==> src/rtl/core_pkg.sv <==
// Types shared between the core scheduler and the instruction fetch stage.
package core_pkg;

  localparam int DEFAULT_ADDR_BITS = 8;
  localparam int DEFAULT_DATA_BITS = 16;

  typedef enum logic [2:0] {
    FETCHER_IDLE     = 3'b000,
    FETCHER_FETCHING = 3'b001,
    FETCHER_FETCHED  = 3'b010
  } fetcher_state_t;

  typedef enum logic [2:0] {
    CORE_IDLE    = 3'b000,
    CORE_FETCH   = 3'b001,
    CORE_DECODE  = 3'b010,
    CORE_REQUEST = 3'b011,
    CORE_WAIT    = 3'b100,
    CORE_EXECUTE = 3'b101,
    CORE_UPDATE  = 3'b110,
    CORE_DONE    = 3'b111
  } core_state_t;

endpackage

==> src/rtl/icache_array.sv <==
// Direct-mapped instruction line store: same-cycle lookup, fill and invalidate on the next edge.
// No backpressure; a same-edge invalidate beats a fill, so the filled line stays invalid.
module icache_array #(
  parameter int IDX_W  = 3,
  parameter int TAG_W  = 5,
  parameter int DATA_W = 16
) (
  input  logic              clk,
  input  logic              reset,
  input  logic              invalidate,
  input  logic [IDX_W-1:0]  rd_index,
  input  logic [TAG_W-1:0]  rd_tag,
  output logic              rd_hit,
  output logic [DATA_W-1:0] rd_data,
  input  logic              wr_en,
  input  logic [IDX_W-1:0]  wr_index,
  input  logic [TAG_W-1:0]  wr_tag,
  input  logic [DATA_W-1:0] wr_data
);

  localparam int DEPTH = 1 << IDX_W;

  typedef struct packed {
    logic [TAG_W-1:0]  tag;
    logic [DATA_W-1:0] data;
  } line_t;

  logic [DEPTH-1:0] valid;
  line_t            lines [DEPTH];

  always_ff @(posedge clk or posedge reset) begin
    if (reset) begin
      valid <= '0;
    end else if (invalidate) begin
      valid <= '0;
    end else if (wr_en) begin
      valid[wr_index] <= 1'b1;
    end
  end

  // Tag and data are only trusted behind a valid bit, so they carry no reset.
  always_ff @(posedge clk) begin
    if (wr_en) begin
      lines[wr_index] <= '{tag: wr_tag, data: wr_data};
    end
  end

  assign rd_hit  = valid[rd_index] && (lines[rd_index].tag == rd_tag);
  assign rd_data = lines[rd_index].data;

endmodule

==> src/rtl/fetcher_icache.sv <==
// Cached instruction fetch: hit returns FETCHED after 1 cycle, miss after 2 + memory wait cycles.
// One outstanding read held until mem_read_ready; FETCHED is held until the scheduler enters DECODE.
module fetcher_icache
  import core_pkg::*;
#(
  parameter int PROGRAM_MEM_ADDR_BITS = DEFAULT_ADDR_BITS,
  parameter int PROGRAM_MEM_DATA_BITS = DEFAULT_DATA_BITS,
  parameter int CACHE_LINES           = 8,
  parameter int STAT_BITS             = 16
) (
  input  logic                             clk,
  input  logic                             reset,
  input  logic [2:0]                       core_state,
  input  logic [PROGRAM_MEM_ADDR_BITS-1:0] current_pc,
  input  logic                             cache_invalidate,
  output logic                             mem_read_valid,
  output logic [PROGRAM_MEM_ADDR_BITS-1:0] mem_read_address,
  input  logic                             mem_read_ready,
  input  logic [PROGRAM_MEM_DATA_BITS-1:0] mem_read_data,
  output logic [2:0]                       fetcher_state,
  output logic [PROGRAM_MEM_DATA_BITS-1:0] instruction,
  output logic [STAT_BITS-1:0]             hit_count,
  output logic [STAT_BITS-1:0]             miss_count
);

  localparam int AW       = PROGRAM_MEM_ADDR_BITS;
  localparam int IDX_BITS = $clog2(CACHE_LINES);
  localparam int IDX_W    = (IDX_BITS == 0) ? 1 : IDX_BITS;
  localparam int TAG_BITS = AW - IDX_BITS;
  localparam int TAG_W    = (TAG_BITS == 0) ? 1 : TAG_BITS;
  localparam logic [AW-1:0] IDX_MASK = AW'(CACHE_LINES - 1);

  fetcher_state_t state_q, state_d;
  core_state_t    cs;

  logic                             rd_vld_d;
  logic [AW-1:0]                    addr_d;
  logic [PROGRAM_MEM_DATA_BITS-1:0] instr_d;
  logic [STAT_BITS-1:0]             hit_d, miss_d;
  logic                             fill;

  logic [IDX_W-1:0]                 lk_index, fill_index;
  logic [TAG_W-1:0]                 lk_tag, fill_tag;
  logic                             lk_hit;
  logic [PROGRAM_MEM_DATA_BITS-1:0] lk_data;

  assign cs = core_state_t'(core_state);

  // Fills use the held request address so a PC change mid-miss cannot corrupt the line.
  assign lk_index   = IDX_W'(current_pc & IDX_MASK);
  assign lk_tag     = TAG_W'(current_pc >> IDX_BITS);
  assign fill_index = IDX_W'(mem_read_address & IDX_MASK);
  assign fill_tag   = TAG_W'(mem_read_address >> IDX_BITS);

  icache_array #(
    .IDX_W  (IDX_W),
    .TAG_W  (TAG_W),
    .DATA_W (PROGRAM_MEM_DATA_BITS)
  ) u_array (
    .clk        (clk),
    .reset      (reset),
    .invalidate (cache_invalidate),
    .rd_index   (lk_index),
    .rd_tag     (lk_tag),
    .rd_hit     (lk_hit),
    .rd_data    (lk_data),
    .wr_en      (fill),
    .wr_index   (fill_index),
    .wr_tag     (fill_tag),
    .wr_data    (mem_read_data)
  );

  always_comb begin
    state_d  = state_q;
    rd_vld_d = mem_read_valid;
    addr_d   = mem_read_address;
    instr_d  = instruction;
    hit_d    = hit_count;
    miss_d   = miss_count;
    fill     = 1'b0;
    case (state_q)
      FETCHER_IDLE: begin
        if (cs == CORE_FETCH) begin
          if (lk_hit) begin
            instr_d = lk_data;
            state_d = FETCHER_FETCHED;
            if (hit_count != '1) hit_d = hit_count + STAT_BITS'(1);
          end else begin
            rd_vld_d = 1'b1;
            addr_d   = current_pc;
            state_d  = FETCHER_FETCHING;
            if (miss_count != '1) miss_d = miss_count + STAT_BITS'(1);
          end
        end
      end
      FETCHER_FETCHING: begin
        if (mem_read_ready) begin
          instr_d  = mem_read_data;
          fill     = 1'b1;
          rd_vld_d = 1'b0;
          state_d  = FETCHER_FETCHED;
        end
      end
      FETCHER_FETCHED: begin
        if (cs == CORE_DECODE) state_d = FETCHER_IDLE;
      end
      default: state_d = FETCHER_IDLE;
    endcase
  end

  always_ff @(posedge clk or posedge reset) begin
    if (reset) begin
      state_q          <= FETCHER_IDLE;
      mem_read_valid   <= 1'b0;
      mem_read_address <= '0;
      instruction      <= '0;
      hit_count        <= '0;
      miss_count       <= '0;
    end else begin
      state_q          <= state_d;
      mem_read_valid   <= rd_vld_d;
      mem_read_address <= addr_d;
      instruction      <= instr_d;
      hit_count        <= hit_d;
      miss_count       <= miss_d;
    end
  end

  assign fetcher_state = state_q;

endmodule
==> config.mk <==
export PLATFORM = sky130hd
export DESIGN_NAME = fetcher_icache
export DESIGN_NICKNAME = d
export VERILOG_FILES = /design/src/rtl/core_pkg.sv /design/src/rtl/icache_array.sv /design/src/rtl/fetcher_icache.sv
export SDC_FILE = /design/constraint.sdc
export NUM_CORES = 1
export LEC_CHECK = 0
export ABC_AREA = 1
export CELL_PAD_IN_SITES_DETAIL_PLACEMENT = 2
export CELL_PAD_IN_SITES_GLOBAL_PLACEMENT = 2
export CORE_ASPECT_RATIO = 0.7
export CORE_MARGIN = 3
export CORE_UTILIZATION = 40
export CTS_CLUSTER_DIAMETER = 50
export DETAILED_ROUTE_END_ITERATION = 12
export PLACE_DENSITY = 0.95
export SETUP_SLACK_MARGIN = 0.05
export SKIP_LAST_GASP = 1
export SYNTH_ARGS = -nofsm -noshare
export SYNTH_HDL_FRONTEND = slang
export SYNTH_SLANG_ARGS = --single-unit
==> constraint.sdc <==
create_clock -name clk -period 3.8 [get_ports clk]
set_input_delay 1.14 -clock clk [delete_from_list [all_inputs] [get_ports clk]]
set_output_delay 1.14 -clock clk [all_outputs]
set_load 0.01 [all_outputs]
## After elaboration in Yosys (flattened, before gate mapping)

Memories as Yosys holds them, arrays and structs flattened.
Index checks and enable logic that the tools add are counted.
Widths: inputs -> output; s select.

- Register bits after elaboration: 68
- Bits in writable memories: 168
- Input bits: 31
- Memories kept: 1

Memory list:

| memory | depth | bits a word | read ports | clocked after memory_dff | wr ports | RTL line | source |
|---|---|---|---|---|---|---|---|
| u_array.lines | 8 | 21 | 1 | 0 | 1 | icache_array.sv:29 | `line_t lines [DEPTH];` |

- Add/subtract/negate cells: 2
- Order comparisons: 3
- Equal/unequal tests: 12
- Mux-type cells: 23
- Bitwise logic cells: 2
- Reduce and logical (&&, ||, !) cells: 11

Operators with widths:

| operator | count |
|---|---|
| $mux 16 | 3 |
| $add 16x1->16 const B | 2 |
| $ne 16x16->1 const B | 2 |
| $pmux 16 s2 | 1 |
| $mux 8 | 2 |
| $reduce_and 4->1 | 4 |
| $ne 2x2->1 const B | 5 |
| $mux 1 | 9 |
| $mux 3 | 3 |
| $pmux 3 s3 | 1 |
| $lt 3x4->1 const B | 2 |
| $or 8x8->8 | 1 |
| $eq 3x1->1 const B | 2 |
| $eq 3x2->1 const B | 2 |
| $reduce_and 3->1 | 2 |
| $eq 5x5->1 | 1 |
| $reduce_bool 2->1 | 2 |
| $bmux 1 s3 | 1 |
| $demux 1 s3 | 1 |
| $ge 3x1->1 const B | 1 |
| $logic_not 3->1 | 1 |
| $logic_and 1x1->1 | 2 |
| $mux 2 | 1 |
| $pmux 1 s2 | 1 |
| $not 1->1 | 1 |

## Depth between registers and ports, before layout

Gate-level depths: netlist of run 1.

- Word-level depth: 7
- Mapped depth: 15
- Gate-level depth less buffers: 14

## By module

A second synthesis of run 1 with hierarchy kept.

- Cell total of the unflattened synthesis: 1058
- Area, all modules: 10437.5 um^2

By module, submodules not included:

| module | instances | cells each | area each (um^2) | sequential area each (um^2) |
|---|---|---|---|---|
| icache_array | 1 | 596 | 7108.1 | 5245.0 |
| fetcher_icache | 1 | 462 | 3329.4 | 1476.4 |

## Worst setup path before layout of run 1

No wires, ideal clock.

- Path kind: input-to-reg
- Start: input port mem_read_ready
- End: memory u_array.lines[2][0] (netlist name), enable pin
- Library setup time: 0.400 ns
- Data arrival time: 2.466 ns
- Data required time: 3.400 ns
- Setup slack: 0.934 ns
- Stages on the path: 6
- Buffers on the path: 0
- Cell sequence: inv_1 > nor2_1 > inv_1 > nor2_1 > inv_1 > nor2_1

- Longest elaborated chain between the ends: 4

RTL lines:

| item | RTL line | source |
|---|---|---|
| from (decl) | fetcher_icache.sv:18 | `input logic mem_read_ready,` |
| $mux 1 | fetcher_icache.sv:97 | `if (mem_read_ready) begin` |
| $mux 1 | fetcher_icache.sv:81 | `case (state_q)` |
| $mux 1 | icache_array.sv:43 | `if (wr_en) begin` |
| $mux 1 (not written as such) | icache_array.sv:44 | `lines[wr_index] <= '{tag: wr_tag, data: wr_data};` |
| to (decl) | icache_array.sv:29 |  |

Every way passes these cells.

## Worst setup path in the final report of run 1

- Start: input port current_pc[1]
- End: register hit_count[0]

- Longest elaborated chain between the ends: 4

RTL lines:

| item | RTL line | source |
|---|---|---|
| from (decl) | fetcher_icache.sv:14 | `input logic [PROGRAM_MEM_ADDR_BITS-1:0] current_pc,` |
| $mem_v2 8x21 / $bmux 1 s3 (equally long branches) | - |  |
| $eq 5x5->1 / $mux 1 (equally long branches) | icache_array.sv:48 | `assign rd_hit = valid[rd_index] && (lines[rd_index].tag == rd_tag);` |
| $logic_and 1x1->1 (*) | icache_array.sv:48 |  |
| $reduce_and 4->1 (no line) (*) | - |  |
| to (signal assigned) | fetcher_icache.sv:124 | `hit_count <= hit_d;` |
| to (decl) | fetcher_icache.sv:22 | `output logic [STAT_BITS-1:0] hit_count,` |

Every way passes the cells marked *; elsewhere a longest branch is shown, timed or not. The select of a mux whose other input is x is not followed.
A chain may end at the register's enable or synchronous reset.

==> results.yml, run 1 <==
floorplanning:
  floorplan.io_pins: 91
  floorplan.die_area_um2: 27790
  fp.dieW_um: 198.0
  dieHeight_um: 140.4
  floorplan.core_area_um2: 24980
  rows: 48
  initial_standard_cell_utilization_of_the_core_pct: 41.31
power:
  powerDensity_nw_per_um2: 554.3
  vdd_drop_max_mv: 0.3290
  cellLeakagePower_nw: 4.969
drt:
  post_detailed_route_wirelength_per_cell_um: 29.58
  drtIter0Drc: 1000
  route.detailed.vias_per_inst: 6.056
  postRouteWirelength_um: 42500
  via_count: 8703
  ant_nets: 0
  route.detailed.drc: 0
  drt_pass1_iterations: 7
cts:
  clkTransAtPathRegs_ns: 0.08
  cts-htree-levels: 1
  cts.sink_count: 235
  cts.path.max_buffers: 3
  post_cts_resized: 0
  numCtsBuffers: 25
  worst_skew_pair.late_latency_ns: 0.55
  ctsHoldBuffers: 0
  root_buffer: "sky130_fd_sc_hd__clkbuf_16"
  cts_tree: "built"
  postCtsSetupRepairBufs: 0
synth:
  synth_area_leaders: "sky130_fd_sc_hd__edfxtp_1 49%, sky130_fd_sc_hd__dfrtp_1 16%, sky130_fd_sc_hd__nand2_1 8.3%"
  synth.largest_area_cell: "sky130_fd_sc_hd__edfxtp_1"
  synth.yosys.warnings: 0
  post_synth.cell_area_avg_um2: 10.33
  postSynthCellCount: 999
  synth-edff-count: 168
  synth_ff_type: "sky130_fd_sc_hd__edfxtp_1"
  number_of_synthesized_register_bits: 235
  postSynth.asyncResetShare_pct: 28.51
  synth_sequential_area_ratio_pct: 65.13
  syn_area_um2: 10320
  mappedNetlistNets: 1032
  yosysMostFrequentCell: "sky130_fd_sc_hd__nand2_1"
  synth_top_area_share_pct: 48.88
  top_post_synthesis_cells_by_count: "229 x sky130_fd_sc_hd__nand2_1, 168 x sky130_fd_sc_hd__edfxtp_1, 110 x sky130_fd_sc_hd__nor2_1"
  synth.lib_cells_used.distinct: 34
worst_setup_path:
  cpLargestDelayFamily: "simple AND/OR/NAND/NOR gates"
  crit_path_top_delay_cell: "sky130_fd_sc_hd__clkdlybuf4s50_1"
  path_buf_inv: 2
  category_of_the_worst_setup_path_capture_point: "flip-flop"
  crit_path_cell_trace: "clkdlybuf4s50_1, inv_1, nand3_1, nand3_1, nand2_1, nand2_1, nand2_1, nor2_2, nand2_1, nor2_2, nand3_1, nand2_1, nand2_1"
  worst_path_most_repeated_cell: "sky130_fd_sc_hd__nand2_1"
  setup.reg_to_reg.worst_slack_ns: 0.84
  critPathArrivalTime_ns: 4.08
  crit_fanout: 12
  setup.worst_path.class: "input port to flip-flop"
  critPathRequiredTime_ns: 4.24
  critical-path-max-stage-delay_ns: 0.48
  critical_path.startpoint_type: "input port"
cells_and_area:
  post_route_insts_no_fill: 1437
  multi_input_area_um2: 3048
  fin_nets: 1127
  number_of_diodes: 0
  number_of_fill_cells_in_the_layout: 2529
  layout-drive-gt1-share_pct: 7.914
  layout.area.seq_um2: 6721
  layout-area-overhead-vs-synth_pct: 21.42
sta:
  fin_hold_ws_ns: 0.4865
  period_minus_slack_ns: 3.639
  finalHoldViolations: 0
  grt_setup_unrepaired: "false"
  slew_violations: 0
  finalSetupTns_ns: 0
  tightest_slew_ns: 0.7053
  maximum_frequency_from_static_timing_analysis_mhz: 274.8
  setup_viol: 0
  finalCritPeriodShare_pct: 95.77
  timing.final.ws_setup_ns: 0.1606
  timing.clock.skew_ns: 0.03380
  slew_headroom_pct: 52.69
grt:
  largest_net_degree_at_the_start_of_global_routing: 92
  grt_util_all_layers_pct: 30.75
  grt.overflow.total: 0
  antenna_found_initial: 0
  global_route_wire_length_before_repair_um: 64160
  grt_pass1_vias: 9747
place:
  placement.setup.worst_slack_ns: -0.03138
  place.port_buffers: 89
  gp_routability_congestion: 0.8198
  dpl.cell_count: 1392
  hpwl_um: 24880
status:
  status: "completed"
job:
  maxCapViolCount: 0
hold_path:
  min-delay-path-class: "flip-flop to flip-flop"
## report_power, final
part / internal, W / switching [W] / total (W)
sequential: 0.00296 / 0.000207 / 0.00317
clock: 0.00157 / 0.00114 / 0.00271
combinational: 0.000421 / 0.000643 / 0.00106
## through the flow
step,util [%],total power (W),instance area [um^2]
floorplan,-,0.003576,10320
global placement,46.66,0.004118,11660
CTS,50.16,0.006958,12530
global route,50.16,0.007150,12530
detailed placement,46.66,0.004209,11660
finish,50.16,0.006946,12530
## per-layer routing
layer | wire length [um] | global-route usage [%]
met1 | 17530 | 40.32
met2 | 20530 | 51.93
met3 | 3032 | 5.987
met4 | 1416 | 9.602
met5 | 0 | 0
## registers in the layout (all words and copies together) (netlist names)
| signal | cells |
|---|---|
| u_array.valid | 8 |
| mem_read_valid | 1 |
| fetcher_state | 2 |
| instruction | 16 |
| hit_count | 16 |
| miss_count | 16 |
| mem_read_address | 8 |
| u_array.lines | 168 |
## cells in the final DEF, fill, tap and decap left out, types with 2 or more instances in the layout
cell type | synthesis | final
sky130_fd_sc_hd__a21oi_1 | 5 | 5
sky130_fd_sc_hd__a31oi_1 | 6 | 6
sky130_fd_sc_hd__buf_12 | 0 | 5
sky130_fd_sc_hd__buf_4 | 7 | 25
sky130_fd_sc_hd__bufinv_16 | 0 | 4
sky130_fd_sc_hd__clkbuf_1 | 28 | 3
sky130_fd_sc_hd__clkbuf_16 | 0 | 25
sky130_fd_sc_hd__clkbuf_8 | 0 | 4
sky130_fd_sc_hd__clkdlybuf4s50_1 | 0 | 88
sky130_fd_sc_hd__clkinv_1 | 1 | 4
sky130_fd_sc_hd__dfrtp_1 | 67 | 67
sky130_fd_sc_hd__edfxtp_1 | 168 | 168
sky130_fd_sc_hd__ha_1 | 2 | 2
sky130_fd_sc_hd__inv_1 | 80 | 79
sky130_fd_sc_hd__inv_2 | 1 | 2
sky130_fd_sc_hd__inv_6 | 0 | 2
sky130_fd_sc_hd__nand2_1 | 229 | 229
sky130_fd_sc_hd__nand2_4 | 2 | 2
sky130_fd_sc_hd__nand3_1 | 83 | 83
sky130_fd_sc_hd__nand3b_1 | 2 | 2
sky130_fd_sc_hd__nand4_1 | 35 | 35
sky130_fd_sc_hd__nor2_1 | 110 | 104
sky130_fd_sc_hd__nor2_2 | 3 | 9
sky130_fd_sc_hd__nor3_1 | 13 | 13
sky130_fd_sc_hd__nor4_1 | 4 | 4
sky130_fd_sc_hd__o21ai_0 | 75 | 75
sky130_fd_sc_hd__o21ai_1 | 2 | 2
sky130_fd_sc_hd__o221ai_1 | 20 | 20
sky130_fd_sc_hd__o22ai_1 | 12 | 12
sky130_fd_sc_hd__xnor2_1 | 7 | 7
sky130_fd_sc_hd__xor2_1 | 15 | 15
## final timing paths
| check | start | to | cells past startpoint |
|---|---|---|---|
| max in group asynchronous | reset | instruction[12] | 3 |
| worst min register to register | instruction[2] | instruction[2] | 2 |
| worst max-delay path | current_pc[1] | hit_count[0] | 13 |
| worst max register to register | fetcher_state[0] | u_array.lines[1][16] | 10 |
| worst min-delay path | instruction[2] | instruction[2] | 2 |
| min in group asynchronous | reset | u_array.valid[7] | 2 |
## final cells by class
cell class | count | share of cell area, %
Sequential cell | 235 | 53.64
Multi-Input combinational cell | 631 | 24.32
Timing Repair Buffer | 119 | 9.366
Clock buffer | 32 | 5.522
Tap cell | 325 | 3.245
Inverter | 82 | 2.456
Clock inverter | 13 | 1.448
## worst reg2reg max path: cells and delay by family (launching register included)
family                 cells  cell delay, ns
AND/OR/NAND/NOR            4            0.72
flip-flops                 1            0.49
buffers and inverters      6            1.43
## kinds of logic after synthesis
kind of cell / synth area share [%]
AOI/OAI and AO/OA: 6.911
buffers and inverters: 5.480
and+or+nand+nor: 20.33
other: 0.03634
xor gates and xnor gates: 1.867
adders and majority gates: 0.2424
DFF: 65.13
Note: power is estimated with default switching activity, not from simulation.
==> inputs of run 2 (changes only) <==
- PLACE_DENSITY: 0.95 -> unset
- PLACE_DENSITY_LB_ADDON: unset -> 0.1
==> run 2 against run 1 <==
Sequential share of layout area decreased by 0.41 points. Die area is the same. Non-clock buffer count rose by 9. Sequential cell count is the same. Utilization up 0.39 points. Worst hold slack got worse by 0.0032 ns. Maximum frequency grew 9.3%. Setup slack better by 0.31 ns. Cell count up 0.90%.
==> results.yml, run 2 (synthesized netlist as in run 1, its figures left out) <==
cells_and_area:
  mostFrequentLayoutCells: "229 x sky130_fd_sc_hd__nand2_1, 168 x sky130_fd_sc_hd__edfxtp_1, 104 x sky130_fd_sc_hd__nor2_1"
  final_core_utilization_pct: 50.54
  number_of_diodes: 0
  layout-area-overhead-vs-synth_pct: 22.36
  max_flop_register: "u_array.lines"
  mostFrequentLayoutCell: "sky130_fd_sc_hd__nand2_1"
  fin_nets: 1138
  layout-drive-gt1-share_pct: 9.067
  post_route_insts_no_fill: 1450
  largest_register_ffs: 168
  fin_area_um2: 12630
drt:
  drt_pass1_iterations: 5
  drt-met1-wl_um: 17210
  top_layer: "met4"
  drtIter0Drc: 740
  route.detailed.vias_per_inst: 5.659
  post_detailed_route_wirelength_per_cell_um: 25.24
  postRouteWirelength_um: 36600
  route.detailed.drc: 0
  wl_met2_um: 17430
  via_count: 8205
  ant_nets: 0
  wl_met3_um: 1381
place:
  placement.setup.worst_slack_ns: 0.04461
  gp_routability_congestion: 0.7500
  place.port_buffers: 89
  hpwl_um: 22930
  placedInstanceArea_um2: 11700
  dpl.cell_count: 1401
sta:
  timing.final.ws_setup_ns: 0.4717
  tightest_slew_ns: 0.8287
  finalHoldViolations: 0
  period_minus_slack_ns: 3.328
  setup_viol: 0
  finalSetupTns_ns: 0
  slew_headroom_pct: 44.76
  finalCritPeriodShare_pct: 87.59
  timing.clock.skew_ns: 0.01441
  slew_violations: 0
  maximum_frequency_from_static_timing_analysis_mhz: 300.5
  grt_setup_unrepaired: "false"
worst_setup_path:
  critPathArrivalTime_ns: 3.71
  setup.reg_to_reg.worst_slack_ns: 1.21
  timing.rr.start: "fetcher_state[0]"
  cpLargestDelayFamily: "simple AND/OR/NAND/NOR gates"
  crit_path_top_delay_cell: "sky130_fd_sc_hd__clkdlybuf4s50_1"
  rr_worst_depth: 10
  crit_path_start: "current_pc[1]"
  worst_path_most_repeated_cell: "sky130_fd_sc_hd__nand2_1"
  critical_path.startpoint_type: "input port"
  category_of_the_worst_setup_path_capture_point: "flip-flop"
  critPathRequiredTime_ns: 4.18
  setup.worst_path.class: "input port to flip-flop"
  crit_path_cell_trace: "clkdlybuf4s50_1, buf_12, a21oi_1, o21ai_1, nand3_1, nand2_1, nand2_1, nor2_2, nand3_4, nand2_2, nand2_1, o21ai_0"
  critical-path-max-stage-delay_ns: 0.57
  path_buf_inv: 2
  crit_fanout: 47
  critical_path.reg2reg.endpoint: "u_array.lines[4][16]"
cts:
  post_cts_resized: 0
  worst_skew_pair.late_latency_ns: 0.53
  postCtsSetupRepairBufs: 0
  root_buffer: "sky130_fd_sc_hd__clkbuf_16"
  cts_tree: "built"
  ctsHoldBuffers: 0
  cts-htree-levels: 1
  cts.path.max_buffers: 3
  numCtsBuffers: 27
  cts.sink_count: 235
  clkTransAtPathRegs_ns: 0.06
floorplanning:
  rows: 48
  initial_standard_cell_utilization_of_the_core_pct: 41.31
  floorplan.core_area_um2: 24980
  floorplan.die_area_um2: 27790
  floorplan.io_pins: 91
  dieHeight_um: 140.4
  fp.dieW_um: 198.0
power:
  powerDensity_nw_per_um2: 546.8
  vdd_drop_max_mv: 0.4508
  cellLeakagePower_nw: 5.031
grt:
  largest_net_degree_at_the_start_of_global_routing: 92
  global_route_wire_length_before_repair_um: 56420
  grt_util_all_layers_pct: 26.69
  grt.overflow.total: 0
  antenna_found_initial: 1
  grt_pass1_vias: 8978
hold_path:
  holdPathEnd: "instruction[2]"
  hold_path.startpoint: "instruction[2]"
  min-delay-path-class: "flip-flop to flip-flop"
  hold_path_depth: 2
status:
  status: "completed"
job:
  maxCapViolCount: 0
==> run 2: metrics by stage <==
| stage | hold slack, ns | power (W) |
|---|---|---|
| 6_report | 0.4833 | 0.006904 |
| 2_1_floorplan | 0.4661 | 0.003576 |
| 3_3_place_gp | 0.4625 | 0.004135 |
| 4_1_cts | 0.4919 | 0.006968 |
| 3_5_place_dp | 0.4690 | 0.004193 |
| 5_1_grt | 0.5186 | 0.007192 |
==> run 2: worst max-delay path by stage <==
stage	slack [ns]	end	cells after the start
floorplan	0.93	u_array.lines[2][0]	6
global placement	0.32	hit_count[12]	12
detailed placement	0.04	mem_read_address[2]	12
CTS	0.49	mem_read_address[2]	12
global route	0.38	mem_read_address[2]	12
finish	0.47	mem_read_address[2]	12
==> run 2: report_power, final <==
part           total, W  switching, W  leakage, nW  internal [W]
Clock           0.00274       0.00108        0.448       0.00165
Combinational   0.00101      0.000589         2.17      0.000418
Sequential      0.00316      0.000195         2.41       0.00297
Total           0.00690       0.00187         5.03       0.00504
==> run 2: metal layers <==
| layer | GRT usage (%) | vias to the layer above |
|---|---|---|
| met4 | 5.657 | 0 |
| li1 | - | 3647 |
| met2 | 43.27 | 207 |
| met3 | 3.655 | 51 |
| met5 | 0 | - |
| met1 | 38.69 | 4300 |
==> run 2: cell type report <==
cell class	instances	area, um^2
clock buffers	35	745.7
inverters	82	309.0
multi-input cells	631	3048
fillers	2549	12360
well taps	325	406.6
clock inverters	14	180.2
repair buffers	128	1216
flip-flops and latches	235	6721
==> run 2: worst register-to-register path, stage by stage (launching register included) <==
cell	delay (ns)
sky130_fd_sc_hd__dfrtp_1	0.47
sky130_fd_sc_hd__inv_1	0.17
sky130_fd_sc_hd__nor2_1	0.14
sky130_fd_sc_hd__buf_4	0.22
sky130_fd_sc_hd__inv_1	0.09
sky130_fd_sc_hd__nor2_1	0.14
sky130_fd_sc_hd__inv_1	0.09
sky130_fd_sc_hd__nor2_1	0.18
sky130_fd_sc_hd__inv_1	0.16
sky130_fd_sc_hd__nor2_2	0.16
sky130_fd_sc_hd__buf_4	0.40
==> inputs of run 3 (changes only) <==
- CORE_UTILIZATION: 40 -> 44
- DONT_BUFFER_PORTS: unset -> 1
==> run 3 against run 2 <==
Die area decreased by 8.8%. Power decreased by 7.3%. Clock power decreased by 5%. Sequential share of layout area increased by 5.3 points.
==> results.yml, run 3 (synthesized netlist as in run 1, its figures left out) <==
status:
  status: "completed"
cts:
  numCtsBuffers: 25
  clkTransAtPathRegs_ns: 0.06
  postCtsSetupRepairBufs: 0
  root_buffer: "sky130_fd_sc_hd__clkbuf_16"
  cts-htree-levels: 1
  ctsHoldBuffers: 0
  worst_skew_pair.late_latency_ns: 0.53
  cts.path.max_buffers: 3
  cts_tree: "built"
  cts.sink_count: 235
  post_cts_resized: 0
sta:
  maximum_frequency_from_static_timing_analysis_mhz: 319.8
  timing.clock.skew_ns: 0.01814
  grt_setup_unrepaired: "false"
  finalSetupTns_ns: 0
  finalHoldViolations: 0
  finalCritPeriodShare_pct: 82.29
  slew_violations: 0
  slew_headroom_pct: 35.12
  tightest_slew_ns: 0.9731
  setup_viol: 0
  fin_hold_ws_ns: 0.5397
  period_minus_slack_ns: 3.127
worst_setup_path:
  crit_fanout: 92
  category_of_the_worst_setup_path_capture_point: "flip-flop"
  critical_path.startpoint_type: "input port"
  setup.worst_path.class: "input port to flip-flop"
  critPathArrivalTime_ns: 3.53
  critPathRequiredTime_ns: 4.20
floorplanning:
  floorplan.core_area_um2: 22850
  rows: 46
  fp.dieW_um: 189.0
  initial_standard_cell_utilization_of_the_core_pct: 45.16
  dieHeight_um: 134.1
  floorplan.io_pins: 91
  floorplan.die_area_um2: 25360
cells_and_area:
  fin_nets: 1030
  mostFrequentLayoutCell: "sky130_fd_sc_hd__nand2_1"
  number_of_diodes: 0
  largest_register_ffs: 168
  layout-drive-gt1-share_pct: 7.980
  max_flop_register: "u_array.lines"
  layout-area-overhead-vs-synth_pct: 11.32
  mostFrequentLayoutCells: "229 x sky130_fd_sc_hd__nand2_1, 168 x sky130_fd_sc_hd__edfxtp_1, 104 x sky130_fd_sc_hd__nor2_1"
place:
  place.port_buffers: 0
  hpwl_um: 21580
  gp_routability_congestion: 0.8225
job:
  maxCapViolCount: 0
hold_path:
  min-delay-path-class: "flip-flop to flip-flop"
drt:
  drt_pass1_iterations: 7
  route.detailed.drc: 0
  postRouteWirelength_um: 35330
  ant_nets: 0
  route.detailed.vias_per_inst: 5.925
  post_detailed_route_wirelength_per_cell_um: 26.62
  via_count: 7862
  drtIter0Drc: 664
power:
  vdd_drop_max_mv: 0.3567
  cellLeakagePower_nw: 4.585
  powerDensity_nw_per_um2: 557.1
grt:
  grt.met3_usage_pct: 6.113
  antenna_found_initial: 0
  gr-usage-met2_pct: 46.78
  grt_util_all_layers_pct: 28.13
  top_usage_layer: "met2"
  grt.overflow.total: 0
  grt_pass1_vias: 8648
  global_route_wire_length_before_repair_um: 54500
  grt_util_met1_pct: 38.57
  largest_net_degree_at_the_start_of_global_routing: 93
## run 3: worst paths after layout
kind                       slack [ns]                to             start  cells past startpoint
setup / recovery                 0.67      hit_count[1]     current_pc[0]                     12
hold / removal                   0.54  u_array.valid[2]  u_array.valid[2]                      2
setup reg to reg                 1.05      hit_count[1]      hit_count[0]                      7
hold reg to reg                  0.54  u_array.valid[2]  u_array.valid[2]                      2
max in group asynchronous        2.73     miss_count[1]             reset                      2
min in group asynchronous        0.57      hit_count[1]             reset                      2
## run 3: power breakdown
part           switching [W]  internal [W]
Combinational       0.000399      0.000157
Sequential          0.000284       0.00297
Clock                0.00106       0.00154
## run 3: stage by stage
stage               instance area [um^2]  total power [W]  utilization, %  instances  setup slack, ns
floorplan                          10320         0.003576               -        999           0.9336
global placement                   10630         0.003766           46.53       1282           0.5658
detailed placement                 10630         0.003836           46.53       1282           0.3183
CTS                                11490         0.006439           50.28       1327           0.7360
global route                       11490         0.006630           50.28       1327           0.5100
finish                             11490         0.006401           50.28       1327           0.6731
## run 3: area by class of cell
cell class / instances / area [um^2]
sequential: 235 / 6721
clock buffer: 31 / 678.2
timing repair buffer: 22 / 165.2
inverter: 82 / 307.8
clock inverter: 14 / 177.7
multi-input combinational: 631 / 3048
fill: 2320 / 11360
tap: 312 / 390.4
## run 3: metal layers
metal	wire length (um)	vias to the layer above
met4	618	0
met1	15090	4128
li1	-	3422
met5	0	-
met3	2755	46
met2	16870	266
## run 3: worst max-delay path, cell delays in order
cell and delay, ns:
sky130_fd_sc_hd__inv_2 0.41, sky130_fd_sc_hd__nand2_1 0.22, sky130_fd_sc_hd__nand3_1 0.14, sky130_fd_sc_hd__nand3_1 0.09, sky130_fd_sc_hd__nand2_1 0.12, sky130_fd_sc_hd__nand2_1 0.09, sky130_fd_sc_hd__nor2_2 0.22, sky130_fd_sc_hd__nand2_1 0.11
sky130_fd_sc_hd__nor2_2 0.22, sky130_fd_sc_hd__nand3_1 0.41, sky130_fd_sc_hd__nand2_1 0.24, sky130_fd_sc_hd__nand2_1 0.08
